--- src/rtl/aes_enc_ctrl_if.sv ---
// Handshake and datapath-control bundle between the AES round sequencer and its surroundings.
// master is the sequencer side; slave is the block-source / key-unit / datapath side.
interface aes_enc_ctrl_if #(
  parameter int RND_W = 4
);
  logic             in_valid;
  logic             in_ready;
  logic             abort;
  logic             key_valid;
  logic             key_ack;
  logic [RND_W-1:0] rnd_idx;
  logic             en;
  logic             full_enc;
  logic             zero_rnd;
  logic             final_rnd;
  logic             out_valid;
  logic             out_ready;
  logic             busy;

  modport master (
    input  in_valid, abort, key_valid, out_ready,
    output in_ready, key_ack, rnd_idx, en, full_enc, zero_rnd, final_rnd,
           out_valid, busy
  );

  modport slave (
    output in_valid, abort, key_valid, out_ready,
    input  in_ready, key_ack, rnd_idx, en, full_enc, zero_rnd, final_rnd,
           out_valid, busy
  );
endinterface

--- src/rtl/aes_enc_ctrl.sv ---
// Round sequencer for the iterative AES-128 encryption datapath: drives en/full_enc/zero_rnd/
// final_rnd per round, fetches round keys by index and hands off the ciphertext with valid/ready.
module aes_enc_ctrl #(
  parameter int NUM_ROUNDS = 10,
  parameter int ROUND_LAT  = 3,
  parameter int RND_W      = 4
) (
  input logic            clk,
  input logic            nrst,
  aes_enc_ctrl_if.master bus
);

  localparam int                CYC_W    = (ROUND_LAT > 1) ? $clog2(ROUND_LAT) : 1;
  localparam logic [RND_W-1:0]  LAST_RND = RND_W'(NUM_ROUNDS);
  localparam logic [CYC_W-1:0]  LAST_CYC = CYC_W'(ROUND_LAT - 1);

  typedef enum logic [2:0] {
    IDLE,
    R0,
    KWAIT,
    RUN,
    DONE
  } state_e;

  state_e           state_q, state_d;
  logic [CYC_W-1:0] cyc_q, cyc_d;
  logic [RND_W-1:0] rnd_idx_q, rnd_idx_d;
  logic             en_q, en_d;
  logic             full_enc_q, full_enc_d;
  logic             zero_rnd_q, zero_rnd_d;
  logic             final_rnd_q, final_rnd_d;
  logic             key_ack_q, key_ack_d;
  logic             out_valid_q, out_valid_d;
  logic             busy_q, busy_d;

  logic             cyc_last;
  logic [RND_W-1:0] rnd_nxt;
  logic             advance;

  assign cyc_last = (cyc_q == LAST_CYC);
  assign rnd_nxt  = rnd_idx_q + RND_W'(1);

  always_comb begin
    state_d     = state_q;
    cyc_d       = cyc_q;
    rnd_idx_d   = rnd_idx_q;
    en_d        = 1'b0;
    full_enc_d  = 1'b0;
    zero_rnd_d  = 1'b0;
    final_rnd_d = 1'b0;
    key_ack_d   = 1'b0;
    out_valid_d = 1'b0;
    busy_d      = 1'b1;
    advance     = 1'b0;

    case (state_q)
      IDLE: begin
        busy_d = 1'b0;
        if (bus.in_valid) begin
          state_d    = R0;
          cyc_d      = '0;
          rnd_idx_d  = '0;
          en_d       = 1'b1;
          full_enc_d = 1'b1;
          zero_rnd_d = 1'b1;
          busy_d     = 1'b1;
        end
      end

      R0: begin
        if (!cyc_last) begin
          cyc_d      = cyc_q + CYC_W'(1);
          en_d       = 1'b1;
          full_enc_d = 1'b1;
          zero_rnd_d = 1'b1;
        end else begin
          advance = 1'b1;
        end
      end

      KWAIT: begin
        if (bus.key_valid) begin
          state_d     = RUN;
          cyc_d       = '0;
          en_d        = 1'b1;
          key_ack_d   = 1'b1;
          final_rnd_d = (rnd_idx_q == LAST_RND);
        end
      end

      RUN: begin
        if (!cyc_last) begin
          cyc_d       = cyc_q + CYC_W'(1);
          en_d        = 1'b1;
          final_rnd_d = (rnd_idx_q == LAST_RND);
        end else if (rnd_idx_q == LAST_RND) begin
          state_d     = DONE;
          cyc_d       = '0;
          out_valid_d = 1'b1;
        end else begin
          advance = 1'b1;
        end
      end

      DONE: begin
        if (bus.out_ready) begin
          state_d   = IDLE;
          rnd_idx_d = '0;
          busy_d    = 1'b0;
        end else begin
          out_valid_d = 1'b1;
        end
      end

      default: begin
        state_d   = IDLE;
        cyc_d     = '0;
        rnd_idx_d = '0;
        busy_d    = 1'b0;
      end
    endcase

    // Key for the next round is sampled in the last cycle of the current one so a ready key costs no stall.
    if (advance) begin
      rnd_idx_d = rnd_nxt;
      cyc_d     = '0;
      if (bus.key_valid) begin
        state_d     = RUN;
        en_d        = 1'b1;
        key_ack_d   = 1'b1;
        final_rnd_d = (rnd_nxt == LAST_RND);
      end else begin
        state_d = KWAIT;
      end
    end

    if (bus.abort) begin
      state_d     = IDLE;
      cyc_d       = '0;
      rnd_idx_d   = '0;
      en_d        = 1'b0;
      full_enc_d  = 1'b0;
      zero_rnd_d  = 1'b0;
      final_rnd_d = 1'b0;
      key_ack_d   = 1'b0;
      out_valid_d = 1'b0;
      busy_d      = 1'b0;
    end
  end

  always_ff @(posedge clk or negedge nrst) begin
    if (!nrst) begin
      state_q     <= IDLE;
      cyc_q       <= '0;
      rnd_idx_q   <= '0;
      en_q        <= 1'b0;
      full_enc_q  <= 1'b0;
      zero_rnd_q  <= 1'b0;
      final_rnd_q <= 1'b0;
      key_ack_q   <= 1'b0;
      out_valid_q <= 1'b0;
      busy_q      <= 1'b0;
    end else begin
      state_q     <= state_d;
      cyc_q       <= cyc_d;
      rnd_idx_q   <= rnd_idx_d;
      en_q        <= en_d;
      full_enc_q  <= full_enc_d;
      zero_rnd_q  <= zero_rnd_d;
      final_rnd_q <= final_rnd_d;
      key_ack_q   <= key_ack_d;
      out_valid_q <= out_valid_d;
      busy_q      <= busy_d;
    end
  end

  assign bus.in_ready  = (state_q == IDLE);
  assign bus.key_ack   = key_ack_q;
  assign bus.rnd_idx   = rnd_idx_q;
  assign bus.en        = en_q;
  assign bus.full_enc  = full_enc_q;
  assign bus.zero_rnd  = zero_rnd_q;
  assign bus.final_rnd = final_rnd_q;
  assign bus.out_valid = out_valid_q;
  assign bus.busy      = busy_q;

endmodule

--- src/flat_wrapper.sv ---
// flat-port wrapper written by rule: the top's interface ports become plain ports
module aes_enc_ctrl_flat 
#(
  parameter int NUM_ROUNDS = 10,
  parameter int ROUND_LAT  = 3,
  parameter int RND_W      = 4
)
  (clk, nrst, bus_in_valid, bus_abort, bus_key_valid, bus_out_ready, bus_in_ready, bus_key_ack, bus_rnd_idx, bus_en, bus_full_enc, bus_zero_rnd, bus_final_rnd, bus_out_valid, bus_busy);
  aes_enc_ctrl_if #(.RND_W(RND_W)) bus_i ();
  input logic clk;
  input logic nrst;
  input wire logic [$bits(bus_i.in_valid)-1:0] bus_in_valid;
  input wire logic [$bits(bus_i.abort)-1:0] bus_abort;
  input wire logic [$bits(bus_i.key_valid)-1:0] bus_key_valid;
  input wire logic [$bits(bus_i.out_ready)-1:0] bus_out_ready;
  output wire logic [$bits(bus_i.in_ready)-1:0] bus_in_ready;
  output wire logic [$bits(bus_i.key_ack)-1:0] bus_key_ack;
  output wire logic [$bits(bus_i.rnd_idx)-1:0] bus_rnd_idx;
  output wire logic [$bits(bus_i.en)-1:0] bus_en;
  output wire logic [$bits(bus_i.full_enc)-1:0] bus_full_enc;
  output wire logic [$bits(bus_i.zero_rnd)-1:0] bus_zero_rnd;
  output wire logic [$bits(bus_i.final_rnd)-1:0] bus_final_rnd;
  output wire logic [$bits(bus_i.out_valid)-1:0] bus_out_valid;
  output wire logic [$bits(bus_i.busy)-1:0] bus_busy;
  assign bus_i.in_valid = bus_in_valid;
  assign bus_i.abort = bus_abort;
  assign bus_i.key_valid = bus_key_valid;
  assign bus_i.out_ready = bus_out_ready;
  assign bus_in_ready = bus_i.in_ready;
  assign bus_key_ack = bus_i.key_ack;
  assign bus_rnd_idx = bus_i.rnd_idx;
  assign bus_en = bus_i.en;
  assign bus_full_enc = bus_i.full_enc;
  assign bus_zero_rnd = bus_i.zero_rnd;
  assign bus_final_rnd = bus_i.final_rnd;
  assign bus_out_valid = bus_i.out_valid;
  assign bus_busy = bus_i.busy;
  aes_enc_ctrl #(.NUM_ROUNDS(NUM_ROUNDS), .ROUND_LAT(ROUND_LAT), .RND_W(RND_W)) u_core (.clk(clk), .nrst(nrst), .bus(bus_i));
endmodule
--- config.mk ---
export PLATFORM = sky130hd
export DESIGN_NAME = aes_enc_ctrl_flat
export DESIGN_NICKNAME = d
export VERILOG_FILES = /design/src/rtl/aes_enc_ctrl_if.sv /design/src/rtl/aes_enc_ctrl.sv /design/src/flat_wrapper.sv
export SDC_FILE = /design/constraint.sdc
export NUM_CORES = 1
export LEC_CHECK = 0
export BUFFER_PORTS_ARGS = -buffer_cell sky130_fd_sc_hd__buf_4
export CORE_MARGIN = 10
export CORE_UTILIZATION = 50
export CTS_BUF_LIST = sky130_fd_sc_hd__clkbuf_4
export DETAILED_ROUTE_END_ITERATION = 7
export PLACE_DENSITY_LB_ADDON = 0.05
export SLEW_MARGIN = 5
export SYNTH_ARGS = -nofsm -noshare
export SYNTH_HDL_FRONTEND = slang
export SYNTH_SLANG_ARGS = --single-unit
--- constraint.sdc ---
create_clock -name clk -period 2.1 [get_ports clk]
set_input_delay 0.315 -clock clk [delete_from_list [all_inputs] [get_ports clk]]
set_output_delay 0.315 -clock clk [all_outputs]
set_load 0.02 [all_outputs]
After elaboration in Yosys (flattened, before gate mapping)
Cells that the tools add are included.
{ "totals": {"reg_bits": 15, "out_inout_bits": 12, "elab_cells": 86} }
{ "op_classes": {"n_addsub": 2, "n_eq_ne": 17, "muxes": 52, "n_reduce_logical": 6} }
{ "op_table": {"columns": ["cell", "n"], "rows": [
  ["$mux 1", 25],
  ["$mux 3", 7],
  ["$mux 4", 4],
  ["$pmux 3 s5", 1],
  ["$mux 2", 7],
  ["$ne 4x3->1 const B", 3],
  ["$pmux 4 s3", 1],
  ["$pmux 2 s5", 1],
  ["$eq 4x4->1 const B", 2],
  ["$ne 4x2->1 const B", 2],
  ["$pmux 1 s2", 4],
  ["$eq 3x2->1 const B", 2],
  ["$ne 3x2->1 const B", 2],
  ["$pmux 1 s3", 2],
  ["$reduce_and 6->1", 1],
  ["$ne 5x5->1 const B", 1],
  ["$reduce_and 5->1", 1],
  ["$add 4x1->4 const B", 1],
  ["$ne 4x4->1 const B", 1],
  ["$eq 3x1->1 const B", 1],
  ["$eq 3x3->1 const B", 1],
  ["$logic_not 3->1", 1],
  ["$ne 3x1->1 const B", 1],
  ["$reduce_and 3->1", 1],
  ["4 further kinds", 4]
]} }

Longest topological paths before layout
Gate-level depths: netlist of run 1.
{ "depth": {"ltp_word": 6, "ltp_mapped": 7, "mapped_depth_nobuf": 6} }

Least setup slack after synthesis of run 1
No wires, ideal clock.
{ "synth_timing": {"path_type": "register -> register", "start": "reg u_core.rnd_idx_q[0], in the netlist u_core.bus.rnd_idx[0]", "end": "reg u_core.rnd_idx_q[2], in the netlist u_core.bus.rnd_idx[2]", "arrival_time_ns": 1.809, "required_time_ns": 2.035, "path_slack_ns": 0.226, "path_stages_with_launch": 8, "n_path_buf": 1, "path_cell_list": "dfrtp_1 -> inv_1 -> ha_1 -> and4b_4 -> or3_1 -> buf_2 -> nor3b_2 -> a211o_1"} }
{ "synth_between": {"elab_chain_len": 6, "elab_cells_between_ends": 11, "classes_between": "1 x add/sub; 4 x eq/ne; 5 x mux; 1 x reduce/logical"} }
{ "synth_lines": {"columns": ["element", "line_no", "text"], "rows": [
  ["start, declared", "aes_enc_ctrl.sv:27", "logic [RND_W-1:0] rnd_idx_q, rnd_idx_d;"],
  ["start signal, assigned", "aes_enc_ctrl.sv:166", "rnd_idx_q <= rnd_idx_d;"],
  ["$eq 4x4->1", "aes_enc_ctrl.sv:96", "end else if (rnd_idx_q == LAST_RND) begin"],
  ["$mux 1", "aes_enc_ctrl.sv:96", null],
  ["$mux 1", "aes_enc_ctrl.sv:92", "if (!cyc_last) begin"],
  ["$pmux 1 s2", "aes_enc_ctrl.sv:56", "case (state_q)"],
  ["$ne 4x3->1 (no source line) (tied with other cells)", null, null],
  ["$reduce_and 3->1 (no source line) or $mux 4 (tied branches)", null, null]
]} }
Several ways; a longest one is shown, not always the timed one.
A chain may end at the register's enable or synchronous reset.

Final worst setup path of run 1
Same ends and word-level chain as after synthesis.

==> run metrics, run 1 <==
initial antenna violation count=0; first-pass GRT wire length=3.72 mm; CP endpoint kind=register; Pre-antenna DRT Iters=4; Reg clk slew, reported paths=roughly 0.1 ns; worst skew pair latency=0.29 ns; DIE AREA=slightly above 0.004 mm^2; CTS tree=yes; Clk network pwr share=0.278; # IOs=18; H-tree levels=1; XOR/XNOR Fraction of Synth Area=0.00885; crit-path cells=inv_1, ha_1, and4b_4, or3_1, nor3b_2, a211o_1; sequential fraction of the synthesis area=0.379; Slew Viols, Final=0; Final setup viols=0; CP Launch Type=register; Compound-Gate Fraction of Synth Area=0.207; syn_area_per_cell=a little under 10 um^2; RR Endpoint=u_core.bus.rnd_idx[2]; final wirelength=between 2 and 2.5 mm; CP required=2.34 ns; Critical-path top delay cell=or3_1; Crit path largest cell delay=a little under 0.5 ns; layout net count=approximately 130; hold path depth=2; Fin Setup TNS=0 ns; top cell family by delay on the critical path=simple AND/OR/NAND/NOR gates; Leak=0.542 nW; FF-to-FF setup slack=roughly 0.23 ns; Register Area=approximately 380 um^2; WS Path Type=register to register; Total GRT Usage=0.111; crit path max fanout=8; Row Count=16; CTS buffer count=3; CP Buf/Inv Count=1; min Tclk post-route=roughly 1.9 ns; Fmax achieved=between 0.5 and 0.6 GHz; Mapped Nets=around 120; DRC violations left=0; WP data arrival=around 2.1 ns; clk sink count=15; Die Height=64.5 um; Post-Syn Instances=slightly above 100; final instance area=about 0.0012 mm^2; initial core utilization=0.515; # diodes=0; mux cell area share after synthesis=0.0215; Hold EP=u_core.bus.out_valid; DRT antenna net count=0; GRT overflow=0; multi-input logic area=547 um^2; Psw=roughly 0.00019 W; Layout Skew=about 0.0095 ns; number of synthesized flops with an enable pin=0; Yosys cell types=46; share of cells above drive strength 1=0.233; Worst slew margin=0.530; DR WL/cell=15.0 um; Logic pwr share=0.220; adder-cell share of the synthesized area=0.0885; status=finished, final reports clean; Seq cells post-synth=15; vias post-DR=a little over 800; Post-Place Cell Area=roughly 0.0011 mm^2; Switching Share=0.303; Int Pwr=roughly 0.00043 W; Peak VDD IR=338 uV; Hold Violations, Final=0; HPWL after DPL=1.65 mm; vias in the first global route=just over 800; clk buf depth=2; Post-Synth Simple-Gate Area=0.226; mapped cell area=990 um^2; DR vias/cell=~5.6; hold_sp=bus_abort; power per cell area=526 mW/mm^2; Crit Reg-Reg Startpoint=u_core.bus.rnd_idx[0]; CTS resizes=0; Layout Area Growth over Synthesis=17.4%; Primary FF master, synth=dfrtp_1; Max Cap Violations=0; core area=just under 0.002 mm^2; Die Width=around 64 um; asr flop ratio synth=1.00; commonest non-fill, non-tap cells in the layout=buf_4, dfrtp_1, nor2_1, ha_1, nand2_1; largest net degree at the start of global routing=16; Fill cells=between 150 and 200; Reg2Reg Depth=6; Placer Congestion=between 0.7 and 0.8; slew at the pin closest to its max-slew limit=a little over 0.7 ns; drt initial violations=35; port bufs=17; most common cell after layout, fill and taps aside=buf_4; RSZ-0062 raised after global routing=no; Root Buffer=clkbuf_4; Yosys warning count=0; Worst Hold Class=input port to register; Tcrit/Tclk final=0.893; sequential share of power=0.502; main combinational cell family by area after synthesis=simple AND/OR/NAND/NOR gates
## cells by family after synthesis
family	Yosys count
and+or+nand+nor	37
muxes	2
xor gates and xnor gates	1
adders and majority gates	7
DFF	15
AOI/OAI and AO/OA	28
buffers and inverters	12
## sequential cells by signal, summed over array words and instances, names as in the netlist
register              flops
u_core.bus.out_valid      1
u_core.state_q            3
u_core.bus.key_ack        1
u_core.bus.rnd_idx        4
u_core.bus.en             1
u_core.bus.final_rnd      1
u_core.bus.full_enc       1
u_core.bus.busy           1
u_core.cyc_q              2
## cell usage after synthesis, drive strengths merged, types with 2 or more instances
cell type / count / area (um^2)
o21ai: 2 / 10.0
inv: 5 / 18.8
o211ai: 2 / 15.0
nor3b: 3 / 32.5
ha: 7 / 87.6
o21a: 2 / 15.0
or3: 2 / 12.5
a22oi: 2 / 15.0
dfrtp: 15 / 375
buf: 6 / 45.0
o2bb2ai: 2 / 17.5
nor2: 8 / 30.0
nand4: 2 / 12.5
nor3: 5 / 25.0
a21oi: 5 / 25.0
a31oi: 2 / 12.5
nand2: 6 / 22.5
## cell type report
| class | count | area share |
|---|---|---|
| multi-input cells | 75 | 0.470 |
| repair buffers | 21 | 0.138 |
| inverters | 5 | 0.0161 |
| clock buffers | 3 | 0.0194 |
| flip-flops and latches | 15 | 0.323 |
| clock inverters | 1 | 0.00431 |
| well taps | 27 | 0.0291 |
## layer usage
metal | wire, um | part of all wire | track usage
met5 | 0 | 0 | 0
met4 | 48 | 0.022 | 0.0561
met3 | 165 | 0.075 | 0.0361
met2 | 1010 | 0.46 | 0.172
met1 | 985 | 0.45 | 0.134
## metrics by stage
stage / setup WS [ns] / power [W] / std cells / hold slack [ns] / util
5_1_grt: 0.106 / 0.000648 / 147 / 0.222 / 0.605
4_1_cts: 0.225 / 0.000617 / 147 / 0.212 / 0.605
6_report: 0.225 / 0.000611 / 147 / 0.221 / 0.605
2_1_floorplan: 0.226 / 0.000393 / 102 / 0.0194 / -
3_3_place_gp: 0.291 / 0.000444 / 142 / 0.179 / 0.585
3_5_place_dp: 0.240 / 0.000445 / 142 / 0.182 / 0.585
## worst reg2reg max path, cell delays in order, from the launching register on
cell and delay, ns:
dfrtp_1 0.47, inv_1 0.07, ha_1 0.24, and4b_4 0.23
or3_1 0.49, nor3b_2 0.21, a211o_1 0.12
## worst max-delay path by stage
stage	from	endpoint	slack (ns)	cells after the start
final	u_core.bus.rnd_idx[0]	u_core.bus.rnd_idx[2]	0.23	6
after global routing	u_core.state_q[1]	u_core.cyc_q[0]	0.11	4
after CTS	u_core.bus.rnd_idx[0]	u_core.bus.rnd_idx[2]	0.22	6
after detailed placement	u_core.bus.rnd_idx[0]	u_core.bus.rnd_idx[2]	0.24	6
after global placement	u_core.bus.rnd_idx[0]	u_core.bus.rnd_idx[2]	0.29	6
after floorplan	u_core.bus.rnd_idx[0]	u_core.bus.rnd_idx[2]	0.23	7
## power by group through the flow
| stage | logic, W | clock network [W] | registers, W |
|---|---|---|---|
| floorplan | 0.0000705 | 0 | 0.000322 |
| finish | 0.000134 | 0.000170 | 0.000307 |
| detailed placement | 0.000133 | 0 | 0.000313 |
| global route | 0.000150 | 0.000189 | 0.000309 |
| CTS | 0.000134 | 0.000176 | 0.000307 |
| global placement | 0.000132 | 0 | 0.000312 |
## timing repair
action	4_1_cts	5_1_grt
endpoints found under the hold margin	15	0
setup buffers	0	0
hold buffers	1	0
(Power assumes the default switching activity.)
==> inputs of run 2 (changes only) <==
- CORE_UTILIZATION: 50 -> 57
==> run metrics, run 2 (synthesized netlist as in run 1, its figures left out) <==
drt initial violations=12 (-66%); Pre-antenna DRT Iters=4 (unchanged); Worst Hold Class=input port to register; slew at the pin closest to its max-slew limit=0.657 ns (-0.0462 ns); CTS resizes=0 (unchanged); core area=0.00158 mm^2 (-18%); CTS buffer count=3 (unchanged); Layout Skew=0.00792 ns (-0.00154 ns); largest net degree at the start of global routing=16 (unchanged); Die Height=61.7 um (-4.4%); worst skew pair latency=0.29 ns (about the same); Fin Setup TNS=0 ns (unchanged); max layer used=met4; CP Buf/Inv Count=1 (unchanged); CP Launch Type=register; H-tree levels=1 (unchanged); layout net count=134 (unchanged); Reg clk slew, reported paths=0.09 ns (about the same); Worst slew margin=0.561 (+0.0309); Max Cap Violations=0 (unchanged); Hold Violations, Final=0 (unchanged); port bufs=17 (unchanged); Post-Place Cell Area=0.00111 mm^2 (-1.2%); share of cells above drive strength 1=0.233 (unchanged); status=finished, final reports clean; DR vias/cell=6.32 (+12%); Root Buffer=clkbuf_4; RSZ-0062 raised after global routing=no; top cell family by delay on the critical path=simple AND/OR/NAND/NOR gates; DRC violations left=0 (unchanged); Die Width=61.7 um (-4.4%); Hold WS=0.242 ns (+0.0207 ns); WS Path Type=register to register; met1 wire length=929 um (-5.7%); Placer Congestion=0.843 (+9.1%); Total GRT Usage=0.127 (+0.0162); routed length on met3=155 um (-6.1%); DIE AREA=0.00380 mm^2 (-8.6%); CP required=2.34 ns (about the same); clk buf depth=2 (unchanged); first-pass GRT wire length=3.69 mm (-0.75%); final instance area=0.00115 mm^2 (-0.97%); max reg flops=4 (unchanged); Slew Viols, Final=0 (unchanged); Peak VDD IR=496 uV (+47%); Critical-path top delay cell=or3_1; Final setup viols=0 (unchanged); power per cell area=539 mW/mm^2 (+2.4%); min Tclk post-route=1.91 ns (+0.0385 ns); DR WL/cell=15.8 um (+5.4%); initial core utilization=0.628 (+0.113); clk sink count=15 (unchanged); Post CTS Setup Buffer Count=0 (unchanged); DR WL met2=1.03 mm (+2.4%); HPWL after DPL=1.62 mm (-1.6%); CTS tree=yes; initial antenna violation count=0 (unchanged); # diodes=0 (unchanged); vias in the first global route=835 (+3.5%); final wirelength=2.15 mm (-2.4%); crit-path cells=inv_1, ha_1, and4b_4, or3_1, nor3b_2, a211o_1; Crit path largest cell delay=0.49 ns (about the same); CP endpoint kind=register; WP data arrival=2.15 ns (+0.03 ns); most common cell after layout, fill and taps aside=buf_4; commonest non-fill, non-tap cells in the layout=buf_4, dfrtp_1, nor2_1, ha_1, nand2_1; Layout Area Growth over Synthesis=16.3%; vias post-DR=860 (+4.0%); DRT antenna net count=0 (unchanged); # IOs=18 (unchanged); Row Count=14 (-2); final core utilization=0.730 (+0.125); Fmax achieved=0.523 GHz (-2.0%); GRT overflow=0 (unchanged); Tcrit/Tclk final=0.911 (+0.0183); Leak=0.543 nW (+0.13%); crit path max fanout=8 (unchanged)
[run 2: cell count changes in the layout (fill, tap and decap cells not counted), sizes merged]
cell / before / now
clkinv: 1 / 0
clkbuf: 3 / 4
[run 2: timing repair]
| action | in CTS | in global routing |
|---|---|---|
| endpoints found under the hold margin | 15 | 0 |
| hold buffers | 1 | 0 |
| endpoints found under the setup margin | 0 | 0 |
[run 2: final cells by class]
type                    count  area [um^2]
inverters                   5         18.8
repair buffers             21          160
flip-flops and latches     15          375
clock buffers               4         30.0
well taps                  16         20.0
multi-input cells          75          547
fillers                   131          425
[run 2: worst register-to-register path: stages, from the launching register on]
cell and delay (ns):
dfrtp_1 0.48, inv_1 0.08, ha_1 0.25, and4b_4 0.23, or3_1 0.49, nor3b_2 0.22, a211o_1 0.11
[run 2: through the flow]
stage                     total power [W]  instances  setup WS (ns)
final                            0.000620        136          0.187
after global routing             0.000655        136         0.0641
after CTS                        0.000622        136          0.189
after detailed placement         0.000446        131          0.224
after global placement           0.000443        131          0.288
after floorplan                  0.000393        102          0.226
[run 2: layer usage]
layer	global-route usage	vias up
li1	-	412
met1	0.145	410
met2	0.212	33
met3	0.0391	5
met4	0.0573	0
met5	0	-
[run 2: final timing paths]
path	from	end	slack, ns	depth (start not counted)
hold / removal	bus_abort	u_core.state_q[2]	0.24	2
hold reg to reg	u_core.cyc_q[1]	u_core.cyc_q[1]	0.57	2
min in group asynchronous	nrst	u_core.bus.full_enc	0.42	2
setup / recovery	u_core.bus.rnd_idx[0]	u_core.bus.rnd_idx[2]	0.19	6
max in group asynchronous	nrst	u_core.cyc_q[0]	1.50	2
setup reg to reg	u_core.bus.rnd_idx[0]	u_core.bus.rnd_idx[2]	0.19	6
[run 2: where the power goes]
group          internal, W  leakage (nW)  switching [W]  total [W]
clock network    0.0000868        0.0184      0.0000921   0.000179
logic            0.0000542         0.320      0.0000798   0.000134
registers         0.000301         0.205     0.00000609   0.000307
